<file path="config.mk">
export PLATFORM = sky130hd
export DESIGN_NAME = segment_sequencer
export DESIGN_NICKNAME = d
export VERILOG_FILES = /design/src/rtl/seg_pkg.sv /design/src/rtl/seg_wait_timer.sv /design/src/rtl/segment_sequencer.sv
export SDC_FILE = /design/constraint.sdc
export NUM_CORES = 1
export LEC_CHECK = 0
export BUFFER_PORTS_ARGS = -buffer_cell sky130_fd_sc_hd__buf_2
export CAP_MARGIN = 15
export CELL_PAD_IN_SITES_DETAIL_PLACEMENT = 0
export CELL_PAD_IN_SITES_GLOBAL_PLACEMENT = 2
export CORE_MARGIN = 3
export CORE_UTILIZATION = 30
export DETAILED_ROUTE_END_ITERATION = 6
export GPL_ROUTABILITY_DRIVEN = 0
export GPL_TIMING_DRIVEN = 0
export MAX_ROUTING_LAYER = met4
export PLACE_DENSITY = 0.89
export SLEW_MARGIN = 10
export SYNTH_ARGS = -nofsm -noshare
export SYNTH_HDL_FRONTEND = slang
export SYNTH_HIERARCHICAL = 1
export SYNTH_SLANG_ARGS = --single-unit
export TNS_END_PERCENT = 30
</file>
<file path="constraint.sdc">
create_clock -name clk -period 2.4 [get_ports clk]
set_input_delay 0.24 -clock clk [delete_from_list [all_inputs] [get_ports clk]]
set_output_delay 0.24 -clock clk [all_outputs]
set_load 0.005 [all_outputs]
</file>
<file path="src/rtl/seg_pkg.sv">
// seg_pkg: shared types, default sizing and helpers for segment_sequencer.
package seg_pkg;

    typedef enum logic [1:0] {
        IDLE,
        ISSUE,
        WAIT,
        OUT
    } seg_state_e;

    localparam int SEG_NUM_SEG_DEF    = 8;
    localparam int SEG_DP_LATENCY_DEF = 2;
    localparam int SEG_W_DEF          = 32;

    // The wait timer has to hold the largest supported DP_LATENCY, which is 15.
    localparam int SEG_TMR_W = 4;

    // Width of a segment index. It is never narrower than one bit.
    function automatic int seg_idx_width(input int num_seg);
        return (num_seg <= 2) ? 1 : $clog2(num_seg);
    endfunction

endpackage

</file>
<file path="src/rtl/seg_wait_timer.sv">
// seg_wait_timer: loadable down-counter that times the datapath wait.
// The timer is loaded with the latency when a segment is issued. expired is
// high on the last wait cycle, which is the cycle where the count equals 1.
module seg_wait_timer
    import seg_pkg::*;
#(
    parameter int CW = SEG_TMR_W
) (
    input  logic          clk,
    input  logic          reset,
    input  logic          load,
    input  logic [CW-1:0] load_val,
    input  logic          clear,
    output logic          expired
);

    logic [CW-1:0] cnt_q, cnt_d;

    // Next count: clear wins over load. The counter stops at zero.
    always_comb begin
        cnt_d = cnt_q;
        if (clear) begin
            cnt_d = '0;
        end else if (load) begin
            cnt_d = load_val;
        end else if (cnt_q != '0) begin
            cnt_d = cnt_q - 1'b1;
        end
    end

    // Count register. reset is active-low.
    always_ff @(posedge clk or negedge reset) begin
        if (!reset) begin
            cnt_q <= '0;
        end else begin
            cnt_q <= cnt_d;
        end
    end

    assign expired = (cnt_q == CW'(1));

endmodule

</file>
<file path="src/rtl/segment_sequencer.sv">
// segment_sequencer: runs NUM_SEG segments through a shared if/else datapath.
// Each segment goes through three steps:
//   - take one operand beat,
//   - wait DP_LATENCY cycles,
//   - present the result on the out stream.
// Optional build macro: SEG_CHECKSUM_EN adds a per-run XOR checksum output.
//
// state | meaning
// IDLE  | no run active, waiting for start
// ISSUE | src_ready high, waiting for the operand beat
// WAIT  | dp_* held, timer counting the datapath latency
// OUT   | result presented, waiting for out_ready
module segment_sequencer
    import seg_pkg::*;
#(
    parameter int  NUM_SEG    = SEG_NUM_SEG_DEF,
    parameter int  DP_LATENCY = SEG_DP_LATENCY_DEF,
    parameter int  W          = SEG_W_DEF,
    localparam int IW         = seg_idx_width(NUM_SEG)
) (
    input  logic          clk,
    input  logic          reset,
    input  logic          start,
    input  logic          abort,
    output logic          busy,
    output logic          done,
    input  logic          src_valid,
    output logic          src_ready,
    input  logic [W-1:0]  src_input_bit,
    input  logic [W-1:0]  src_if_op,
    input  logic [W-1:0]  src_else_op,
    output logic [W-1:0]  dp_input_bit,
    output logic [W-1:0]  dp_if_op,
    output logic [W-1:0]  dp_else_op,
    input  logic [W-1:0]  dp_result,
    output logic          out_valid,
    input  logic          out_ready,
    output logic [W-1:0]  out_data,
    output logic [IW-1:0] out_idx
`ifdef SEG_CHECKSUM_EN
    ,
    output logic [W-1:0]  checksum
`endif
);

    localparam logic [IW-1:0]        LAST_IDX = IW'(NUM_SEG - 1);
    localparam logic [SEG_TMR_W-1:0] WAIT_LD  = SEG_TMR_W'(DP_LATENCY);

    seg_state_e    state_q, state_d;
    logic [IW-1:0] idx_q, idx_d;
    logic          busy_q, busy_d;
    logic          done_q, done_d;
    logic          src_ready_q, src_ready_d;
    logic          out_valid_q, out_valid_d;
    logic [W-1:0]  dp_input_bit_q, dp_input_bit_d;
    logic [W-1:0]  dp_if_op_q, dp_if_op_d;
    logic [W-1:0]  dp_else_op_q, dp_else_op_d;
    logic [W-1:0]  out_data_q, out_data_d;
    logic [IW-1:0] out_idx_q, out_idx_d;
    logic          tmr_load, tmr_clear, tmr_expired;
    logic          src_fire, out_fire;

    // A handshake that coincides with abort is not counted.
    assign src_fire = src_valid && src_ready_q && !abort;
    assign out_fire = out_valid_q && out_ready && !abort;

    seg_wait_timer #(.CW(SEG_TMR_W)) u_wait_timer (
        .clk      (clk),
        .reset    (reset),
        .load     (tmr_load),
        .load_val (WAIT_LD),
        .clear    (tmr_clear),
        .expired  (tmr_expired)
    );

    // Next-state and next-output logic. All outputs come straight from flops.
    always_comb begin
        state_d        = state_q;
        idx_d          = idx_q;
        busy_d         = busy_q;
        done_d         = 1'b0;
        src_ready_d    = 1'b0;
        out_valid_d    = 1'b0;
        dp_input_bit_d = dp_input_bit_q;
        dp_if_op_d     = dp_if_op_q;
        dp_else_op_d   = dp_else_op_q;
        out_data_d     = out_data_q;
        out_idx_d      = out_idx_q;
        tmr_load       = 1'b0;
        tmr_clear      = 1'b0;

        if (state_q != IDLE && abort) begin
            state_d   = IDLE;
            busy_d    = 1'b0;
            tmr_clear = 1'b1;
        end else begin
            case (state_q)
                IDLE: begin
                    if (start && !abort) begin
                        state_d     = ISSUE;
                        idx_d       = '0;
                        busy_d      = 1'b1;
                        src_ready_d = 1'b1;
                    end
                end
                ISSUE: begin
                    if (src_fire) begin
                        dp_input_bit_d = src_input_bit;
                        dp_if_op_d     = src_if_op;
                        dp_else_op_d   = src_else_op;
                        tmr_load       = 1'b1;
                        state_d        = WAIT;
                    end else begin
                        src_ready_d = 1'b1;
                    end
                end
                WAIT: begin
                    if (tmr_expired) begin
                        out_data_d  = dp_result;
                        out_idx_d   = idx_q;
                        out_valid_d = 1'b1;
                        state_d     = OUT;
                    end
                end
                OUT: begin
                    out_valid_d = 1'b1;
                    if (out_fire) begin
                        out_valid_d = 1'b0;
                        if (idx_q == LAST_IDX) begin
                            state_d = IDLE;
                            busy_d  = 1'b0;
                            done_d  = 1'b1;
                        end else begin
                            idx_d       = idx_q + 1'b1;
                            src_ready_d = 1'b1;
                            state_d     = ISSUE;
                        end
                    end
                end
                default: begin
                    state_d = IDLE;
                    busy_d  = 1'b0;
                end
            endcase
        end
    end

    // FSM and registered-output flops. reset is an active-low asynchronous reset.
    always_ff @(posedge clk or negedge reset) begin
        if (!reset) begin
            state_q        <= IDLE;
            idx_q          <= '0;
            busy_q         <= 1'b0;
            done_q         <= 1'b0;
            src_ready_q    <= 1'b0;
            out_valid_q    <= 1'b0;
            dp_input_bit_q <= '0;
            dp_if_op_q     <= '0;
            dp_else_op_q   <= '0;
            out_data_q     <= '0;
            out_idx_q      <= '0;
        end else begin
            state_q        <= state_d;
            idx_q          <= idx_d;
            busy_q         <= busy_d;
            done_q         <= done_d;
            src_ready_q    <= src_ready_d;
            out_valid_q    <= out_valid_d;
            dp_input_bit_q <= dp_input_bit_d;
            dp_if_op_q     <= dp_if_op_d;
            dp_else_op_q   <= dp_else_op_d;
            out_data_q     <= out_data_d;
            out_idx_q      <= out_idx_d;
        end
    end

    assign busy         = busy_q;
    assign done         = done_q;
    assign src_ready    = src_ready_q;
    assign out_valid    = out_valid_q;
    assign dp_input_bit = dp_input_bit_q;
    assign dp_if_op     = dp_if_op_q;
    assign dp_else_op   = dp_else_op_q;
    assign out_data     = out_data_q;
    assign out_idx      = out_idx_q;

`ifdef SEG_CHECKSUM_EN
    logic [W-1:0] csum_q, csum_d;

    // Run checksum. It clears when a start is accepted and folds in each
    // accepted result. After an abort it keeps its last value.
    always_comb begin
        csum_d = csum_q;
        if (state_q == IDLE && start && !abort) begin
            csum_d = '0;
        end else if (state_q == OUT && out_fire) begin
            csum_d = csum_q ^ out_data_q;
        end
    end

    // Checksum register.
    always_ff @(posedge clk or negedge reset) begin
        if (!reset) begin
            csum_q <= '0;
        end else begin
            csum_q <= csum_d;
        end
    end

    assign checksum = csum_q;
`endif

endmodule

</file>
### Word-level counts from Yosys, hierarchy flattened

Cells that the tools add are included.

| storage, ports and cells | value |
|---|---|
| register bits | 144 |

| cells by class | value |
|---|---|
| $add $sub $neg | 2 |
| eq/ne operators | 13 |
| mux-type cells | 37 |
| bitwise logic cells | 1 |
| reduce and logical (&&, ||, !) cells | 18 |

Operator list:

| kind | count |
|---|---|
| $mux 1 | 21 |
| $ne 3x3->1 const B | 5 |
| $mux 4 | 3 |
| $mux 2 | 5 |
| $mux 3 | 3 |
| $pmux 2 s4 | 1 |
| $reduce_and 4->1 | 2 |
| $logic_and 1x1->1 | 6 |
| $ne 2x2->1 const B | 3 |
| $pmux 3 s2 | 1 |
| $reduce_and 3->1 | 2 |
| $reduce_bool 3->1 | 2 |
| $reduce_and 5->1 | 1 |
| $eq 2x2->1 const B | 2 |
| $eq 4x1->1 const B | 1 |
| $pmux 1 s2 | 2 |
| $reduce_bool 2->1 | 2 |
| $reduce_bool 4->1 | 1 |
| $sub 4x1->4 const B | 1 |
| $add 3x1->3 const B | 1 |
| $eq 3x3->1 const B | 1 |
| $pmux 1 s3 | 1 |
| $eq 2x1->1 const B | 1 |
| $logic_not 2->1 | 1 |
| 2 further kinds | 2 |

### Longest topological paths before layout

| logic depth | value |
|---|---|
| depth in word-level cells | 7 |
| gate-level depth with buffers | 9 |
| gate-level depth less buffers | 7 |

### By module

Netlist, hierarchy kept.

By module, submodules not included:

| module | times used | cells an instance | area an instance (um^2) |
|---|---|---|---|
| segment_sequencer | 1 | 349 | 5520.3 |
| seg_wait_timer | 1 | 26 | 265.3 |

### Least setup slack after synthesis

Ideal clock, no wire load.

| timing path | value |
|---|---|
| path kind | register to register |
| start | register state_q[1] |
| end | register u_wait_timer.cnt_q[3] |
| setup time | 0.121 ns |
| arrival | 1.692 ns |
| slack | 0.587 ns |
| cell stages (with the launch flop) | 10 |
| period minus slack after synthesis | 1.813 ns |
| path through | dfrtp_1 inv_1 ha_1 nor2b_2 nand3_2 buf_2 buf_6 inv_1 nor2_1 a32o_1 |

| between the ends | value |
|---|---|
| cells in the longest elaborated chain, start to end | 5 |

Ends and longest elaborated chain:

| what | RTL line | RTL |
|---|---|---|
| from (decl) | segment_sequencer.sv:49 | `seg_state_e state_q, state_d;` |
| from (signal assigned) | segment_sequencer.sv:163 | `state_q <= state_d;` |
| $eq 2x1->1 or $reduce_bool 2->1 (tied branches) | segment_sequencer.sv:97, segment_sequencer.sv:92 |  |
| $mux 1 or $logic_and 1x1->1 (tied branches) | segment_sequencer.sv:97, segment_sequencer.sv:92 |  |
| $mux 1 * | segment_sequencer.sv:92 | `if (state_q != IDLE && abort) begin` |
| named net tmr_load | segment_sequencer.sv:60 | `logic tmr_load, tmr_clear, tmr_expired;` |
| $mux 4 | seg_wait_timer.sv:24 | `end else if (load) begin` |
| $mux 4 | seg_wait_timer.sv:22 | `if (clear) begin` |
| to (signal assigned) | seg_wait_timer.sv:36 | `cnt_q <= cnt_d;` |
| to (decl) | seg_wait_timer.sv:17 | `logic [CW-1:0] cnt_q, cnt_d;` |

The timed path passes the listed nets; every way through them passes the cells marked *.
A chain may end at the register's enable or synchronous reset.

### Worst setup path in the final report

Same ends and word-level chain as after synthesis.

==> impl_metrics.csv <==
group,metric,value,unit
route,wl_met2,7.26,mm
logic_synthesis,synth_ff_type,"dfrtp_1",
die,die_w,145,um
logic_synthesis,ys_async_sr_fraction,1.00,
global_routing,grt_max_degree,86,
placed_design,dpl.cell_count,906,
timing,timing.final.crit_share,0.910,
clock_network,ctsRootBufferMaster,"clkbuf_16",
route,drtIter0Drc,71,
global_routing,grt_pass1_wl,21.7,mm
logic_synthesis,ys_warn_count,6,
route,drt_wl_total,14.5,mm
clock_network,clk_path_buf_depth,2,
die,rows,50,
clock_network,clkSinkCount,144,
logic_synthesis,yosysSeqAreaShare,0.623,
logic_synthesis,avgSynthCellArea,15.4,um^2
route,routed.top_layer,"met4",
route,via_per_inst,4.40,
critical_path,required,2.70,ns
global_routing,grtUsageTotal,0.137,
route,drc,0,
cells_and_area,drive_gt1_frac,0.659,
min_path,hp-class,"in2reg",
logic_synthesis,ys_seq_elements,144,
placed_design,hpwl,11.3,mm
flow_run,drv_cap,0,
logic_synthesis,synth_enable_flop_cells,0,
global_routing,grt_pass1_vias,4349,
global_routing,antenna_found_initial,0,
die,core,18800,um^2
timing,fin_skew,0.00975,ns
timing,slew_headroom,0.620,
cells_and_area,finalNonFillerCells,938,
route,drtPass1Iterations,4,
route,routedWlPerCell,15.4,um
cells_and_area,syn_to_final_growth,39.9,%
logic_synthesis,synth_cells,375,
timing,maxSlewViolCount,0,
pwr,ir_worst_vdd,0.554,mV
clock_network,cts_buffers,17,
placed_design,io_buffer_count,268,
route,antenna_left,0,
clock_network,htree_levels,4,
pwr,leakagePower,0.00429,uW
route,dr_wl_met3,1.15,mm
critical_path,start_kind,"flip-flop",
logic_synthesis,ys_types,47,
critical_path,r2r_slack,0.22,ns
critical_path,crit_path_end_kind,"flip-flop",
timing,rsz0062_at_grt,"no",
timing,clock.fmax,458,MHz
critical_path,cp_max_fo,10,
clock_network,cts_tree,"built",
die,fp.dieH,145,um
die,start_util,0.307,
cells_and_area,antenna_cells,0,
clock_network,clk_pin_slew,0.06,ns
timing,min_period,2.18,ns
route,drt-met1-wl,5.93,mm
timing,setup_viol,0,
die,ios,269,
critical_path,path_class,"reg2reg",
global_routing,overflow,0,
timing,finalHoldViolCount,0,
timing,holdWs,0.0351,ns
pwr,powerDensity,1170,nW/um^2
cells_and_area,n_fill_cell,1770,
critical_path,arrival,2.49,ns
logic_synthesis,synth_area,5790,um^2
timing,worst_pin_slew,0.570,ns
clock_network,cts_setup_buffers,0,
cells_and_area,nets,809,
die,dieArea,21000,um^2
route,via_count,4128,
status,outcome,"completed",
clock_network,clk_latency,0.41,ns
==> metal layers <==
metal  GRT usage  vias to the layer above
met1       0.160                     2025
met5           -                        -
met4      0.0466                        0
met2       0.227                      187
li1            -                     1907
met3      0.0417                        9
==> report_power, final <==
| part | switching [uW] | internal (uW) |
|---|---|---|
| combinational | 1220 | 1720 |
| sequential | 513 | 3460 |
| clock | 1030 | 1560 |
==> worst max-delay path, stage by stage (launching register included) <==
cell and delay (ns):
dfrtp_1 0.43, inv_1 0.13, ha_1 0.21, nor2b_2 0.22, nand3_4 0.17, clkbuf_4 0.25, buf_6 0.17, inv_1 0.15
nor2_1 0.07, a32o_1 0.25
==> kinds of logic after synthesis <==
family	count (synthesis)	share of synthesized area
DFF	144	0.623
muxes	131	0.256
and+or+nand+nor	44	0.0446
buffers and inverters	23	0.0275
AOI/OAI and AO/OA	20	0.0257
adders and majority gates	9	0.0195
other	2	0.00130
xor gates and xnor gates	2	0.00303
==> area by class of cell <==
class	count	area (um^2)	area share
plain buffers	15	131	0.0162
flip-flops and latches	144	3600	0.445
multi-input cells	210	2040	0.252
clock inverters	12	135	0.0167
inverters	8	30.0	0.00371
repair buffers	270	1390	0.171
well taps	260	325	0.0402
clock buffers	19	443	0.0547
==> stage by stage <==
stage | cell area, um^2 | setup TNS [ns] | power, uW | setup slack (ns) | utilization
global route | 8090 | 0 | 10200 | 0.0192 | 0.430
floorplan | 5790 | 0 | 5460 | 0.587 | -
CTS | 8080 | 0 | 9660 | 0.0479 | 0.429
global placement | 7460 | -120.03 | 6870 | -0.845 | 0.396
detailed placement | 7490 | 0 | 7020 | 0.0630 | 0.398
finish | 8090 | 0 | 9500 | 0.216 | 0.430
==> sequential cells by signal (all words and copies together) (netlist names) <==
register            cells
dp_else_op             32
dp_if_op               32
dp_input_bit           32
out_data               32
u_wait_timer/cnt_q      4
idx_q                   3
out_idx                 3
state_q                 2
busy                    1
done                    1
out_valid               1
src_ready               1
==> cells in the final DEF, fill, tap and decap left out, drive strengths merged, types with 5 or more instances in the layout <==
master,n
mux2,131
inv,10
dfrtp,144
ha,9
nor2b,5
clkbuf,21
nand3,7
clkinv,7
buf,282
nand2,12
==> worst paths after layout <==
path	from	to	cells past startpoint
max in group asynchronous	reset	out_data[7]$_DFFE_PN0P_	3
max	state_q[1]$_DFFE_PN0P_	u_wait_timer/cnt_q[3]$_DFFE_PN0P_	9
min reg2reg	dp_if_op[1]$_DFFE_PN0P_	dp_if_op[1]$_DFFE_PN0P_	1
min in group asynchronous	reset	dp_if_op[29]$_DFFE_PN0P_	2
max reg2reg	state_q[1]$_DFFE_PN0P_	u_wait_timer/cnt_q[3]$_DFFE_PN0P_	9
min	src_if_op[1]	dp_if_op[1]$_DFFE_PN0P_	2
==> Yosys cell counts (all sizes together), types with 2 or more instances <==
master / instances / area, um^2
and2b: 2 / 15.0
o21ai: 3 / 15.0
nand4: 2 / 12.5
nand2: 12 / 47.6
conb: 2 / 7.51
buf: 14 / 125
a21oi: 4 / 23.8
nor2: 3 / 11.3
and3: 2 / 17.5
mux2: 131 / 1480
o2bb2ai: 2 / 17.5
nor3: 4 / 20.0
nand3: 7 / 40.0
nor2b: 5 / 33.8
inv: 8 / 30.0
ha: 9 / 113
dfrtp: 144 / 3600
==> timing repair <==
action	CTS	global route
gates resized for setup	0	2
setup endpoints to repair	0	3
hold buffers	1	0
endpoints found under the hold margin	59	0
(Power assumes the default switching activity.)
